==> config.mk <==
export PLATFORM = sky130hd
export DESIGN_NAME = multicycle_controller
export DESIGN_NICKNAME = d
export VERILOG_FILES = /design/src/rtl/mips_pkg.sv /design/src/rtl/alu_decoder.sv /design/src/rtl/multicycle_controller.sv
export SDC_FILE = /design/constraint.sdc
export NUM_CORES = 1
export LEC_CHECK = 0
export ABC_AREA = 0
export ABC_CLOCK_PERIOD_IN_PS = 2500
export BUFFER_PORTS_ARGS = -buffer_cell sky130_fd_sc_hd__buf_2
export CAP_MARGIN = 20
export CORE_AREA = 4 4 41 43
export DETAILED_ROUTE_END_ITERATION = 10
export DIE_AREA = 0 0 45 47
export HOLD_SLACK_MARGIN = 0.06
export PLACE_DENSITY = 0.76
export SYNTH_ARGS = -nofsm -noshare
export SYNTH_HDL_FRONTEND = slang
export SYNTH_SLANG_ARGS = --single-unit
==> constraint.sdc <==
create_clock -name clk -period 2.5 [get_ports clk]
set_input_delay 0.25 -clock clk [delete_from_list [all_inputs] [get_ports clk]]
set_output_delay 0.25 -clock clk [all_outputs]
set_load 0.1 [all_outputs]
==> src/rtl/mips_pkg.sv <==
// Shared definitions for the multicycle MIPS control path: opcodes, functs,
// ALU control encodings, controller states and ALU operation classes.
package mips_pkg;

  localparam logic [5:0] OP_RTYPE = 6'b000000;
  localparam logic [5:0] OP_LW    = 6'b100011;
  localparam logic [5:0] OP_SW    = 6'b101011;
  localparam logic [5:0] OP_BEQ   = 6'b000100;
  localparam logic [5:0] OP_ADDI  = 6'b001000;
  localparam logic [5:0] OP_J     = 6'b000010;

  localparam logic [5:0] FUNCT_ADD = 6'b100000;
  localparam logic [5:0] FUNCT_SUB = 6'b100010;
  localparam logic [5:0] FUNCT_AND = 6'b100100;
  localparam logic [5:0] FUNCT_OR  = 6'b100101;
  localparam logic [5:0] FUNCT_SLT = 6'b101010;

  localparam logic [2:0] ALUCTL_ADD = 3'b010;
  localparam logic [2:0] ALUCTL_SUB = 3'b110;
  localparam logic [2:0] ALUCTL_AND = 3'b000;
  localparam logic [2:0] ALUCTL_OR  = 3'b001;
  localparam logic [2:0] ALUCTL_SLT = 3'b111;

  typedef enum logic [3:0] {
    FETCH    = 4'd0,
    DECODE   = 4'd1,
    MEMADR   = 4'd2,
    MEMRD    = 4'd3,
    MEMWB    = 4'd4,
    MEMWR    = 4'd5,
    EXECUTE  = 4'd6,
    ALUWB    = 4'd7,
    BRANCH   = 4'd8,
    ADDIEXEC = 4'd9,
    ADDIWB   = 4'd10,
    JUMP     = 4'd11
  } ctrl_state_t;

  typedef enum logic [1:0] {
    ADD   = 2'd0,
    SUB   = 2'd1,
    FUNCT = 2'd2
  } aluop_t;

endpackage

==> src/rtl/alu_decoder.sv <==
// Combinational ALU control decode from the operation class and R-type funct.
module alu_decoder
  import mips_pkg::*;
#(
  parameter int unsigned ALUCTRL_W = 3
) (
  input  aluop_t               aluop_i,
  input  logic [5:0]           funct_i,
  output logic [ALUCTRL_W-1:0] alucontrol_o
);

  always_comb begin
    alucontrol_o = ALUCTRL_W'(ALUCTL_ADD);
    case (aluop_i)
      ADD: alucontrol_o = ALUCTRL_W'(ALUCTL_ADD);
      SUB: alucontrol_o = ALUCTRL_W'(ALUCTL_SUB);
      FUNCT: begin
        // Unrecognised functs fall back to add so ALUWB still has a defined result.
        case (funct_i)
          FUNCT_ADD: alucontrol_o = ALUCTRL_W'(ALUCTL_ADD);
          FUNCT_SUB: alucontrol_o = ALUCTRL_W'(ALUCTL_SUB);
          FUNCT_AND: alucontrol_o = ALUCTRL_W'(ALUCTL_AND);
          FUNCT_OR:  alucontrol_o = ALUCTRL_W'(ALUCTL_OR);
          FUNCT_SLT: alucontrol_o = ALUCTRL_W'(ALUCTL_SLT);
          default:   alucontrol_o = ALUCTRL_W'(ALUCTL_ADD);
        endcase
      end
      default: alucontrol_o = ALUCTRL_W'(ALUCTL_ADD);
    endcase
  end

endmodule

==> src/rtl/multicycle_controller.sv <==
// Moore control FSM for the multicycle MIPS datapath: sequences each
// instruction and drives all datapath enables and mux selects.
module multicycle_controller
  import mips_pkg::*;
#(
  parameter int unsigned STATE_W   = 4,
  parameter int unsigned ALUCTRL_W = 3
) (
  input  logic                 clk,
  input  logic                 reset,
  input  logic [5:0]           op,
  input  logic [5:0]           funct,
  input  logic                 zero,
  output logic                 pcen,
  output logic                 memwrite,
  output logic                 irwrite,
  output logic                 regwrite,
  output logic                 alusrca,
  output logic [1:0]           alusrcb,
  output logic                 iord,
  output logic                 memtoreg,
  output logic                 regdst,
  output logic [1:0]           pcsrc,
  output logic [ALUCTRL_W-1:0] alucontrol
);

  logic [STATE_W-1:0]   state_q;
  ctrl_state_t          state_d;
  aluop_t               aluop;
  logic                 pcwrite;
  logic                 branch;
  logic                 legal;
  logic [ALUCTRL_W-1:0] alucontrol_dec;

  always_ff @(posedge clk or posedge reset) begin
    if (reset) state_q <= STATE_W'(FETCH);
    else       state_q <= STATE_W'(state_d);
  end

  always_comb begin
    state_d  = FETCH;
    aluop    = ADD;
    pcwrite  = 1'b0;
    branch   = 1'b0;
    legal    = 1'b1;
    memwrite = 1'b0;
    irwrite  = 1'b0;
    regwrite = 1'b0;
    alusrca  = 1'b0;
    alusrcb  = 2'b00;
    iord     = 1'b0;
    memtoreg = 1'b0;
    regdst   = 1'b0;
    pcsrc    = 2'b00;
    case (state_q)
      FETCH: begin
        irwrite = 1'b1;
        alusrcb = 2'b01;
        pcwrite = 1'b1;
        state_d = DECODE;
      end
      DECODE: begin
        alusrcb = 2'b11;
        // Unknown opcodes retire here as a NOP; PC was already advanced in FETCH.
        case (op)
          OP_LW, OP_SW: state_d = MEMADR;
          OP_RTYPE:     state_d = EXECUTE;
          OP_BEQ:       state_d = BRANCH;
          OP_ADDI:      state_d = ADDIEXEC;
          OP_J:         state_d = JUMP;
          default:      state_d = FETCH;
        endcase
      end
      MEMADR: begin
        alusrca = 1'b1;
        alusrcb = 2'b10;
        if (op == OP_LW)      state_d = MEMRD;
        else if (op == OP_SW) state_d = MEMWR;
        else                  state_d = FETCH;
      end
      MEMRD: begin
        iord    = 1'b1;
        state_d = MEMWB;
      end
      MEMWB: begin
        regwrite = 1'b1;
        memtoreg = 1'b1;
      end
      MEMWR: begin
        iord     = 1'b1;
        memwrite = 1'b1;
      end
      EXECUTE: begin
        alusrca = 1'b1;
        aluop   = FUNCT;
        state_d = ALUWB;
      end
      ALUWB: begin
        regwrite = 1'b1;
        regdst   = 1'b1;
      end
      BRANCH: begin
        alusrca = 1'b1;
        aluop   = SUB;
        pcsrc   = 2'b01;
        branch  = 1'b1;
      end
      ADDIEXEC: begin
        alusrca = 1'b1;
        alusrcb = 2'b10;
        state_d = ADDIWB;
      end
      ADDIWB: begin
        regwrite = 1'b1;
      end
      JUMP: begin
        pcsrc   = 2'b10;
        pcwrite = 1'b1;
      end
      default: legal = 1'b0;
    endcase
  end

  alu_decoder #(
    .ALUCTRL_W (ALUCTRL_W)
  ) u_alu_decoder (
    .aluop_i      (aluop),
    .funct_i      (funct),
    .alucontrol_o (alucontrol_dec)
  );

  assign alucontrol = legal ? alucontrol_dec : '0;
  assign pcen       = pcwrite | (branch & zero);

endmodule

Word-level counts from Yosys, hierarchy flattened

Index checks and enable logic that the tools add are counted.

Register bits after elaboration: 4
Bits of input ports: 15
Logic and storage cells: 54

Equality and inequality tests: 22
Bitwise logic cells: 2
Mux-type cells: 20
Reductions and logical operators: 9

Operator list:

| kind                                                | count |
|---|---|
| equality test 6 bit, second input constant          | 6 |
| one-hot mux 4 bit (6 select lines)                  | 1 |
| one-hot mux 4 bit (5 select lines)                  | 1 |
| equality test 4 x 3 -> 1 bit, second input constant | 4 |
| equality test 4 bit, second input constant          | 4 |
| one-hot mux 3 bit (4 select lines)                  | 1 |
| OR reduction 12 bit                                 | 1 |
| two-way mux 1 bit                                   | 10 |
| two-way mux 3 bit                                   | 3 |
| equality test 4 x 2 -> 1 bit, second input constant | 2 |
| one-hot mux 2 bit (2 select lines)                  | 2 |
| OR reduction 2 bit                                  | 4 |
| equality test 6 x 2 -> 1 bit, second input constant | 1 |
| equality test 6 x 3 -> 1 bit, second input constant | 1 |
| equality test 6 x 4 -> 1 bit, second input constant | 1 |
| logical NOT 6 bit                                   | 1 |
| one-hot mux 2 bit (3 select lines)                  | 1 |
| one-hot mux 3 bit (2 select lines)                  | 1 |
| equality test 4 x 1 -> 1 bit, second input constant | 1 |
| logical NOT 4 bit                                   | 1 |
| OR reduction 4 bit                                  | 1 |
| OR reduction 3 bit                                  | 1 |
| equality test 2 x 1 -> 1 bit, second input constant | 1 |
| equality test 2 bit, second input constant          | 1 |
| other kinds (2)                                     | 2 |

Logic depth before layout (Yosys ltp)

Depth after elaboration: 5
Mapped depth: 7

Cells and area by module

From an unflattened synthesis, not the netlist that was laid out.

Cell total of the unflattened synthesis: 82
Area, all modules: 618.1 um^2

Modules (own cells, without submodules):

| module                | cells an instance | times used | area each (um^2) | seq. area each (um^2) |
|---|---|---|---|---|
| multicycle_controller | 67                | 1          | 499.2            | 100.1 |
| alu_decoder           | 15                | 1          | 118.9            | 0.0 |

Least setup slack after synthesis

No wires, ideal clock.

Kind: flip-flop to flip-flop
Start: register state_q[0]
End: register state_q[0]
Required time: 2.418 ns
Library setup time: 0.082 ns
Stages on the path, launching flop included: 5
Period minus slack after synthesis: 3.855 ns
Slack: -1.355 ns
Arrival time: 3.773 ns
Path through: dfrtp_1 -> clkbuf_1 -> nor4_1 -> nor2_1 -> nand3_1

Word-level cells in the longest chain between the ends: 2
Elaborated cells on any way between the ends: 7
Classes of those cells: 5 x eq/ne; 1 x mux; 1 x reduce/logical

Ends and longest elaborated chain:

| what                                        | RTL line                    | RTL |
|---|---|---|
| start: declaration                          | multicycle_controller.sv:27 | `logic [STATE_W-1:0] state_q;` |
| start signal: assignment                    | multicycle_controller.sv:36 | `if (reset) state_q <= STATE_W'(FETCH);` |
| start signal: assignment                    | multicycle_controller.sv:37 | `else state_q <= STATE_W'(state_d);` |
| equality test 4 bit (tied with other cells) | multicycle_controller.sv:55 | `case (state_q)` |
| one-hot mux 4 bit (6 select lines) (*)      | multicycle_controller.sv:55 |  |
| named net state_d[0]                        | multicycle_controller.sv:28 | `ctrl_state_t state_d;` |

The timed path passes the listed nets; every way through them passes the cells marked *.

Final worst setup path

Start: register state_q[3]
End: output alucontrol[1]

Word-level cells in the longest chain between the ends: 5
Elaborated cells on any way between the ends: 19
Classes of those cells: 13 x eq/ne; 4 x mux; 2 x reduce/logical

Ends and longest elaborated chain:

| what                                                                       | RTL line                     | RTL |
|---|---|---|
| equality test 4 bit / equality test 4 x 3 -> 1 bit (equally long branches) | multicycle_controller.sv:55  |  |
| one-hot mux 2 bit (2 select lines)                                         | multicycle_controller.sv:55  |  |
| equality test 2 bit / equality test 2 x 1 -> 1 bit (equally long branches) | alu_decoder.sv:14            | `case (aluop_i)` |
| one-hot mux 3 bit (2 select lines)                                         | alu_decoder.sv:14            |  |
| two-way mux 3 bit (*)                                                      | multicycle_controller.sv:132 | `assign alucontrol = legal ? alucontrol_dec : '0;` |
| end: declaration                                                           | multicycle_controller.sv:24  | `output logic [ALUCTRL_W-1:0] alucontrol` |

Every way passes the cells marked *; elsewhere a longest branch is shown, timed or not.

==> impl_metrics.yaml <==
timing:
  setup_viol: 0
  tightest_slew_ps: 492
  skew_ps: 3.14
  fin_hold_ws_ps: 374
  final-max-slew-violation-count: 0
  finalHoldViolCount: 0
  slew-limit-headroom_pct: 67.4
  fmax_mhz: 409
  fin_crit_ps: 2440
  fin_setup_tns_ps: 0
  timing.final.crit_share_pct: 97.7
critical_path:
  reg2reg_from: "state_q[2]$_DFF_PP0_"
  crit_type: "reg -> out"
  crit_path_end_kind: "output port"
  crit_required_ps: 2250
  critPathLaunch: "state_q[3]$_DFF_PP0_"
  cp_max_fo: 5
  worstPathArrival_ps: 2190
  crit_path_start_kind: "register"
  r2r_cells: 4
global_routing:
  antenna_found_initial: 0
  grt_pass1_wl_mm: 2.93
  grt_max_degree: 9
  grt-ovfl-total: 0
  grt_pass1_vias: 673
  grt_usage_pct: 18.6
placed_design:
  portBuffers: 29
  place_congestion: 0.848
  place_inst: 117
  postPlaceCellArea_um2: 803
  hpwl_mm: 1.46
yosys:
  synthMuxAreaShare_pct: 3.73
  seq_area_frac_synth_pct: 18.6
  synth_top_family_by_area: "simple AND/OR/NAND/NOR gates"
  synth_compound_area_share_pct: 19.6
  ys.flop_type: "dfrtp_1"
  syn_area_per_cell_um2: 7.35
  ys_types: 33
  synthCells: 73
  ys_seq_elements: 4
  synth-simple-area-share_pct: 42.4
  synth_edf_count: 0
  synthAdderAreaFrac_pct: 4.66
  synth-async-reset-ratio_pct: 100
  synth_nets: 90
  netlist_area_um2: 537
  yosys_warnings: 0
  synth_xor_area_share_pct: 3.26
clock_tree:
  cts_root_buf: "clkbuf_4"
  cts_tree: "built"
  clock_sinks: 4
  clk_latency_ps: 240
  cts_buffer_depth: 2
  cts_setup_buffers: 0
  path_clk_slew_ps: 40
  cts-htree-levels: 1
  cts_buffers: 3
cells_and_area:
  final_util_pct: 66.6
  final_cell_mix: "buf_2 (26), nor2_1 (6), inv_1 (5)"
  final_cell_area_um2: 867
  n_antenna_cell: 0
  finalNonFillerCells: 121
  largestRegisters: "state_q: 4 flops"
  area_delta_synth_final_pct: 61.5
  largest_register_ff_count: 4
  fin_nets: 125
  drive_gt1_share_pct: 50.0
  largest-register: "state_q"
  num-fill-cells: 119
  mostFrequentLayoutCell: "buf_2"
route:
  wl_per_cell_um: 14.8
  ant_nets: 0
  drc: 0
  first_iter_violations: 20
  dr.pass1.iters: 4
  wl_mm: 1.80
  num_vias: 692
  via_per_inst: 5.72
worst_hold_path:
  min_path_cells: 3
  worst_hold_path_type: "in -> reg"
  holdCritStartpoint: "op[3]"
floorplanning:
  die_y_um: 47
  die_area_mm2: 0.00212
  start_util_pct: 41.3
  core_area_mm2: 0.00130
  num_rows: 13
  ioPinCount: 30
  fp.dieW_um: 45
power_and_ir_drop:
  p_leak_nw: 0.405
  ir_drop_mv: 1.02
  powerDensity_mw_per_mm2: 935
outcome:
  status: "finished clean"
flow_run:
  cap_violations: 0
## cells in the mapped netlist (3+ instances only)
cell type / n / area share [%]
buf_2: 3 / 2.8
dfrtp_1: 4 / 19
inv_1: 6 / 4.2
nand2b_1: 5 / 5.8
nand3_1: 4 / 3.7
nor2_1: 8 / 5.6
nor2b_1: 4 / 4.7
nor3_1: 4 / 3.7
o21ai_0: 3 / 2.8
## metal layers
layer | GRT usage (%) | wire [um] | vias up
li1 | - | - | 334
met1 | 22.7 | 709 | 312
met2 | 31.6 | 887 | 36
met3 | 3.45 | 140 | 10
met4 | 8.77 | 57 | 0
met5 | 0 | 0 | -
## repair_timing
item | CTS | global route
hold endpoints to repair | 4 | 0
endpoints found under the setup margin | 1 | 1
gates resized for setup | 4 | 6
hold buffers | 1 | 0
## critical path, stage by stage (launching register included)
cell	delay [ps]
dfrtp_1	440
and4bb_2	390
ha_1	280
or3b_2	460
o22ai_2	110
a22oi_2	90
buf_12	180
## power breakdown
group          internal, W  switching, W   total, W
combinational     0.000136      0.000489   0.000625
clock            0.0000538     0.0000277  0.0000815
sequential       0.0000795     0.0000247   0.000104
total             0.000269      0.000541   0.000810
## worst paths after layout
kind                                         to  slack, ps
max                               alucontrol[1]         60
min                        state_q[2]$_DFF_PP0_        370
max reg2reg                state_q[1]$_DFF_PP0_       1070
max in group asynchronous  state_q[1]$_DFF_PP0_       1890
min in group asynchronous  state_q[0]$_DFF_PP0_        440
min reg2reg                state_q[0]$_DFF_PP0_        680
## final cells by class
cell class / instances / area [um^2] / area share [%]
multi-input combinational: 59 / 467 / 53.8
timing repair buffer: 34 / 230 / 26.6
sequential: 4 / 103 / 11.8
tap: 15 / 18.8 / 2.16
clock buffer: 3 / 22.5 / 2.60
inverter: 6 / 26.3 / 3.03
## per-stage QoR
step,total power (W),worst slack (ps)
floorplan,0.000632,-88.0
global placement,0.000707,197
detailed placement,0.000716,126
CTS,0.000802,3.14
global route,0.000846,-17.2
finish,0.000810,56.9
## logic make-up after synthesis
group / count (synthesis)
flops: 4
compound gates: 15
buf+inv: 10
mux: 2
xor+xnor: 2
simple gates: 38
fa+ha+maj: 2
(Power assumes the default switching activity.)
